**src/rtl/sdram_arbiter.sv**
```systemverilog
// sdram_arbiter: shares one SDRAM controller port among NUM_PORTS toggle-handshake
// requesters and injects periodic auto-refresh commands ahead of any port traffic.
// Optional feature: define SDRAM_ARB_ROUND_ROBIN_EN for round-robin arbitration;
// without it the lowest pending port index always wins (fixed priority).
module sdram_arbiter #(
    parameter int ADDR_BITS        = 22,
    parameter int NUM_PORTS        = 3,
    parameter int REFRESH_INTERVAL = 780
) (
    input  logic                                clk,
    input  logic                                rst,
    input  logic [NUM_PORTS-1:0]                req,
    output logic [NUM_PORTS-1:0]                ack,
    input  logic [NUM_PORTS-1:0]                we,
    input  logic [NUM_PORTS-1:0][ADDR_BITS-1:0] addr,
    input  logic [NUM_PORTS-1:0][15:0]          wdata,
    output logic [15:0]                         rdata,
    output logic                                mem_req,
    input  logic                                mem_ack,
    output logic                                mem_refresh,
    output logic                                mem_we,
    output logic [ADDR_BITS-1:0]                mem_addr,
    output logic [15:0]                         mem_wdata,
    input  logic [15:0]                         mem_rdata,
    output logic                                refresh_overrun
);

    localparam int PW = (NUM_PORTS > 1) ? $clog2(NUM_PORTS) : 1;
    localparam int CW = (REFRESH_INTERVAL > 1) ? $clog2(REFRESH_INTERVAL) : 1;
    localparam logic [CW-1:0] CNT_LAST = CW'(REFRESH_INTERVAL - 1);

    typedef enum logic [1:0] {
        IDLE,
        WAIT_XFER,
        WAIT_REF
    } state_t;

    state_t               state;
    logic [CW-1:0]        ref_cnt;
    logic                 refresh_due;
    logic [PW-1:0]        g;
    logic [PW-1:0]        grant;
    logic [NUM_PORTS-1:0] pending;
    logic                 wrap;
    logic                 ctrl_done;
    logic                 ref_done;

`ifdef SDRAM_ARB_ROUND_ROBIN_EN
    logic [PW-1:0]        ptr;
    logic [PW:0]          cand;
`endif

    assign pending   = req ^ ack;
    assign wrap      = (ref_cnt == CNT_LAST);
    assign ctrl_done = (mem_ack == mem_req);
    assign ref_done  = (state == WAIT_REF) && ctrl_done;

`ifdef SDRAM_ARB_ROUND_ROBIN_EN
    // Round-robin pick: scan downward so the candidate closest to ptr is written last and wins.
    always_comb begin
        grant = '0;
        cand  = '0;
        for (int k = NUM_PORTS - 1; k >= 0; k--) begin
            cand = {1'b0, ptr} + (PW + 1)'(k);
            if (cand >= (PW + 1)'(NUM_PORTS)) begin
                cand = cand - (PW + 1)'(NUM_PORTS);
            end
            if (pending[cand[PW-1:0]]) begin
                grant = cand[PW-1:0];
            end
        end
    end
`else
    // Fixed-priority pick: the lowest pending index is written last and wins.
    always_comb begin
        grant = '0;
        for (int k = NUM_PORTS - 1; k >= 0; k--) begin
            if (pending[PW'(k)]) begin
                grant = PW'(k);
            end
        end
    end
`endif

    // Free-running refresh interval counter; its wrap marks a new refresh as owed.
    always_ff @(posedge clk) begin
        if (rst) begin
            ref_cnt <= '0;
        end else if (wrap) begin
            ref_cnt <= '0;
        end else begin
            ref_cnt <= ref_cnt + 1'b1;
        end
    end

    // Main arbitration FSM together with the owed-refresh bookkeeping it consumes.
    always_ff @(posedge clk) begin
        if (rst) begin
            state           <= IDLE;
            ack             <= '0;
            rdata           <= '0;
            mem_req         <= 1'b0;
            mem_refresh     <= 1'b0;
            mem_we          <= 1'b0;
            mem_addr        <= '0;
            mem_wdata       <= '0;
            refresh_due     <= 1'b0;
            refresh_overrun <= 1'b0;
            g               <= '0;
`ifdef SDRAM_ARB_ROUND_ROBIN_EN
            ptr             <= '0;
`endif
        end else begin
            if (wrap) begin
                refresh_due <= 1'b1;
                if (refresh_due && !ref_done) begin
                    refresh_overrun <= 1'b1;
                end
            end else if (ref_done) begin
                refresh_due <= 1'b0;
            end

            case (state)
                IDLE: begin
                    if (refresh_due) begin
                        mem_refresh <= 1'b1;
                        mem_req     <= ~mem_req;
                        state       <= WAIT_REF;
                    end else if (|pending) begin
                        g           <= grant;
                        mem_we      <= we[grant];
                        mem_addr    <= addr[grant];
                        mem_wdata   <= wdata[grant];
                        mem_refresh <= 1'b0;
                        mem_req     <= ~mem_req;
                        state       <= WAIT_XFER;
                    end
                end
                WAIT_XFER: begin
                    if (ctrl_done) begin
                        if (!mem_we) begin
                            rdata <= mem_rdata;
                        end
                        ack[g] <= ~ack[g];
`ifdef SDRAM_ARB_ROUND_ROBIN_EN
                        if (g == PW'(NUM_PORTS - 1)) begin
                            ptr <= '0;
                        end else begin
                            ptr <= g + 1'b1;
                        end
`endif
                        state <= IDLE;
                    end
                end
                WAIT_REF: begin
                    if (ctrl_done) begin
                        mem_refresh <= 1'b0;
                        state       <= IDLE;
                    end
                end
                default: begin
                    state <= IDLE;
                end
            endcase
        end
    end

endmodule
```
**config.mk**
```make
export PLATFORM = sky130hd
export DESIGN_NAME = sdram_arbiter
export DESIGN_NICKNAME = d
export VERILOG_FILES = /design/src/rtl/sdram_arbiter.sv
export SDC_FILE = /design/constraint.sdc
export NUM_CORES = 1
export LEC_CHECK = 0
export ABC_AREA = 1
export BUFFER_PORTS_ARGS = -buffer_cell sky130_fd_sc_hd__clkbuf_2
export CORE_AREA = 2 2 93 95
export CTS_CLUSTER_SIZE = 16
export DETAILED_ROUTE_END_ITERATION = 16
export DIE_AREA = 0 0 95 97
export PLACE_DENSITY = 0.86
export SYNTH_ARGS = -nofsm -noshare
export SYNTH_HDL_FRONTEND = slang
export SYNTH_SLANG_ARGS = --single-unit
```
**constraint.sdc**
```tcl
create_clock -name clk -period 1.7 [get_ports clk]
set_input_delay 0.51 -clock clk [delete_from_list [all_inputs] [get_ports clk]]
set_output_delay 0.51 -clock clk [all_outputs]
set_load 0.005 [all_outputs]
```
Word-level counts from Yosys, hierarchy flattened
Cells that the tools add are included.
{"block": "classes", "n_addsub": 1, "order_cmp": 3, "eq_ne": 7, "muxes": 25, "bitwise_logic": 5, "n_reduce_logical": 18}
{"cell": "binary-select mux 22 bit (select 2 bit)", "n": 1}
{"cell": "binary-select mux 16 bit (select 2 bit)", "n": 1}
{"cell": "two-way mux 22 bit", "n": 1}
{"cell": "two-way mux 16 bit", "n": 1}
{"cell": "adder 10 x 1 -> 10 bit (second input constant)", "n": 1}
{"cell": "equality test 10 bit (second input constant)", "n": 1}
{"cell": "two-way mux 1 bit", "n": 10}
{"cell": "two-way mux 2 bit", "n": 5}
{"cell": "AND reduction 3 bit", "n": 3}
{"cell": "AND reduction 2 bit", "n": 4}
{"cell": "< comparator 2 x 3 -> 1 bit (second input constant)", "n": 2}
{"cell": "nonzero test 2 bit", "n": 3}
{"cell": "binary-select mux 1 bit (select 2 bit)", "n": 2}
{"cell": "NOT 1 bit", "n": 4}
{"cell": "one-hot mux 2 bit (2 select lines)", "n": 1}
{"cell": "OR reduction 2 bit", "n": 2}
{"cell": "bitwise mux 3 bit", "n": 1}
{"cell": "logical AND 1 bit", "n": 3}
{"cell": "inequality test 3 bit (second input constant)", "n": 1}
{"cell": "OR reduction 3 bit", "n": 1}
{"cell": "bitwise XOR 3 bit", "n": 1}
{"cell": "demux 1 bit (select 2 bit)", "n": 1}
{"cell": "equality test 2 x 1 -> 1 bit (second input constant)", "n": 1}
{"cell": "equality test 2 bit (second input constant)", "n": 1}
{"cell": "7 further kinds", "n": 7}
{"block": "totals", "register_bits": 76, "elab_cells": 71}

Logic depth before layout (Yosys ltp)
{"block": "depth", "depth_word": 5, "mapped_depth": 9}

Least setup slack after synthesis
No wires, ideal clock.
{"block": "synth_timing", "kind": "input to register", "start": "input port mem_ack", "end": "register rdata[11]", "setup_ns": 0.128, "t_arrival_ns": 1.331, "path_slack_ns": 0.240, "cell_stages": 5, "path_buffers": 1, "cell_sequence": "xnor2_1 -> nand3_1 -> clkbuf_1 -> o21ai_0 -> a21oi_1"}
{"block": "synth_between", "elab_chain_len": 2}
{"item": "start, declared", "line": "19", "text": "input logic mem_ack,"}
{"item": "equality test 1 bit", "line": "55", "text": "assign ctrl_done = (mem_ack == mem_req);"}
{"item": "AND reduction 3 bit (no line)"}
{"item": "end signal, assigned", "line": "142", "text": "rdata <= mem_rdata;"}
{"item": "end, declared", "line": "17", "text": "output logic [15:0] rdata,"}
No other way between the ends.
A chain may end at the register's enable or synchronous reset.

Final worst setup path
{"block": "layout_timing", "start": "register state[0]", "end": "register mem_wdata[8]"}
{"block": "layout_between", "elab_chain_len": 2}
{"item": "start, declared", "line": "38", "text": "state_t state;"}
{"item": "start signal, assigned", "line": "99", "text": "state <= IDLE;"}
{"item": "start signal, assigned", "line": "128", "text": "state <= WAIT_REF;"}
{"item": "start signal, assigned", "line": "136", "text": "state <= WAIT_XFER;"}
{"item": "zero test 2 bit", "line": "123", "text": "case (state)"}
{"item": "AND reduction 3 bit (no line)"}
{"item": "end signal, assigned", "line": "133", "text": "mem_wdata <= wdata[grant];"}
{"item": "end, declared", "line": "23", "text": "output logic [15:0] mem_wdata,"}
No other way between the ends.

==> metrics.csv <==
metric,value,unit
status,finished clean,
CP cell instances,inv_1 -> ha_2 -> inv_1 -> nor2_4 -> nand2_2 -> inv_2 -> buf_4 -> nand3_1 -> and2_1,
Fillers,745,
"count leader, synth",nand2_1,
Synth area leaders,"dfxtp_1 43%, nand2_1 11%, a21oi_1 9.3%, inv_1 7.4%, nand3_1 7.2%",
Buffers on Ports,160,
DR top layer,met4,
Critical Path Slowest Stage Cell,dfxtp_1,
Num CTS Buffers,9,
Worst Setup EP,mem_wdata[8],
FMAX,625.2,MHz
critical path required time,1.92,ns
flop-to-flop setup slack,0.10,ns
CTS sink count,75,
met2 WL,4678,um
Reg-to-Reg End,mem_wdata[8],
leak pwr,2.383,nW
storage element area,0.001501,sq mm
max-cap violations,0,
Hold Crit Class,in -> reg,
Longest Clk Path Bufs,2,
synthesis-to-finish area growth,37.28,%
Reg-to-Reg Start,state[0],
DR vias,3619,
synth warn,0,
initial DRC count,97,
Syn Area/Cell,7.059,sq um
Slew headroom,77.25,%
initial antenna violation count,0,
CTS tree,done,
share of the yosys chip area belonging to registers,43.06,%
Post-route DRC,0,
Syn Inst Count,494,
clk_skew,0.01012,ns
Die Y,97,um
"top cells by count, synth","104 x nand2_1, 75 x dfxtp_1, 69 x inv_1",
area taken by multi-input logic gates,0.001610,sq mm
"Remaining Overflow, GRT",0,
largest net degree at the start of global routing,41,
Nets,800,
critical path type,reg -> reg,
Die ar.,0.009215,sq mm
Worst Setup Start Kind,register,
Final ANT Viol Nets,0,
hold_buf cts,0,
worst skew pair latency,0.34,ns
CP endpoint kind,register,
crit path max fanout,8,
# setup viols final,0,
Overall Power,5.189,mW
total global-route track usage,20.06,%
DR vias/cell,4.718,
Post CTS Setup Buffer Count,0,
DP HPWL,6787,um
Pre-antenna DRT Iters,4,
met1 wire length,3662,um
Core Box Area,0.008134,sq mm
Critical path origin,state[0],
worst-case vdd ir drop,0.5618,mV
Post-Place Cell Area,0.004512,sq mm
Synth area leader,dfxtp_1,
final WL,8976,um
Final Max Tran Viols,0,
Reg2Reg Depth,9,
Synth Flop Type,dfxtp_1,
initial core utilization,42.87,%
antenna fix cells,0,
min cycle time layout,1.599,ns
Synth Cell Area,0.003487,sq mm
DR WL/cell,11.70,um
I/O pin count,200,
post-synthesis register bit count,75,
Post-synth ARST share,0,%
endpoints failing hold,0,
Final Cycle Share,94.08,%
met3 wire length,520,um
Rows,33,
worst-margin pin slew,0.3413,ns
Clock Pin Slew Worst Setup and Hold Paths,0.08,ns
layout cells sized above 1,30.66,%
CTS root buf,clkbuf_8,
syn_nets,637,
vias in the first global route,3497,
# H-tree levels,3,
first-pass GRT wire length,14840,um
Post-synth EDFFs,0,
Synth top area share,43.06,%
PwrDens,1084,mW/mm^2
DIE WIDTH,95,um
critical path arrival,1.82,ns
critical path's largest stage delay,0.33,ns
Finished Cell Area,0.004787,sq mm
GP Congestion,0.7776,
synth unique cells,25,
most used cell along the critical path,inv_1,
kinds of logic after synthesis:
logic type	after synthesis	share of synthesized area [%]
adders and majority gates	4	1.435
xor gates and xnor gates	6	1.723
buffers and inverters	96	11.27
DFF	75	43.06
AOI/OAI and AO/OA	85	12.31
and+or+nand+nor	228	30.21
worst min path at each step:
stage                to    startpoint  depth (start not counted)
2_1_floorplan  rdata[0]      rdata[0]                          2
3_3_place_gp   rdata[9]      rdata[9]                          2
3_5_place_dp   rdata[7]      rdata[7]                          2
4_1_cts        rdata[7]  mem_rdata[7]                          3
5_1_grt        rdata[7]  mem_rdata[7]                          3
6_report       rdata[7]  mem_rdata[7]                          3
report_power, final:
group / internal (mW) / total [mW] / switching, mW / leakage (nW)
registers: 2.00 / 2.14 / 0.132 / 0.618
logic: 0.686 / 1.42 / 0.736 / 1.64
clock network: 0.981 / 1.63 / 0.649 / 0.121
total: 3.67 / 5.19 / 1.52 / 2.38
registers in the layout (all words and copies together) (netlist names):
name	cells
refresh_overrun	1
mem_addr	22
g	1
rdata	16
mem_refresh	1
mem_wdata	16
mem_we	1
refresh_due	1
ack	3
mem_req	1
ref_cnt	10
state	2
cell type report:
class	instances	area share [%]
well taps	105	2.744
clock inverters	6	2.352
inverters	70	5.489
repair buffers	178	21.75
multi-input cells	323	33.64
flip-flops and latches	75	31.36
clock buffers	10	2.666
worst max-delay path, delay by kind of cell (launching register included):
kind	cells	cell delay, ns
and+or+nand+nor	4	0.45
adders and majority gates	1	0.22
DFF	1	0.33
buffers and inverters	4	0.49
layer usage:
metal	vias to the layer above	GRT usage (%)
li1	1879	-
met1	1618	21.14
met2	112	36.77
met3	10	4.984
met4	0	8.807
met5	-	0
layout by cell type (no fill, tap or decap), types with 2 or more instances in the layout:
cell and count:
nand4_1 2, nand2_2 2, a21oi_1 65, dfxtp_1 75, inv_1 69, buf_4 10
or2_2 2, clkbuf_2 160, o21ai_0 19, nor2_1 20, xor2_1 3, nand3b_1 2
nand2_1 104, nand3_1 50, clkbuf_8 9, xnor2_1 2, buf_12 7, and2_1 39
nor3_1 3, bufinv_16 3, ha_1 3
stage by stage:
step / util (%) / hold WS (ns) / TNS (ns) / cells / worst slack (ns)
floorplan: - / 0.4402 / 0 / 494 / 0.2402
global placement: 55.47 / 0.4290 / 0 / 750 / 0.09307
detailed placement: 55.47 / 0.4356 / 0 / 750 / 0.01306
CTS: 58.45 / 0.4200 / 0 / 766 / 0.07404
global route: 58.85 / 0.4574 / -0.02170 / 767 / -0.008804
finish: 58.85 / 0.4458 / 0 / 767 / 0.1006
timing repair:
action / 4_1_cts / 5_1_grt
endpoints found under the setup margin: 7 / 24
cloned: 0 / 1
hold endpoints to repair: 0 / 0
resized for setup: 1 / 2
Power figures use the tool's default switching activity.
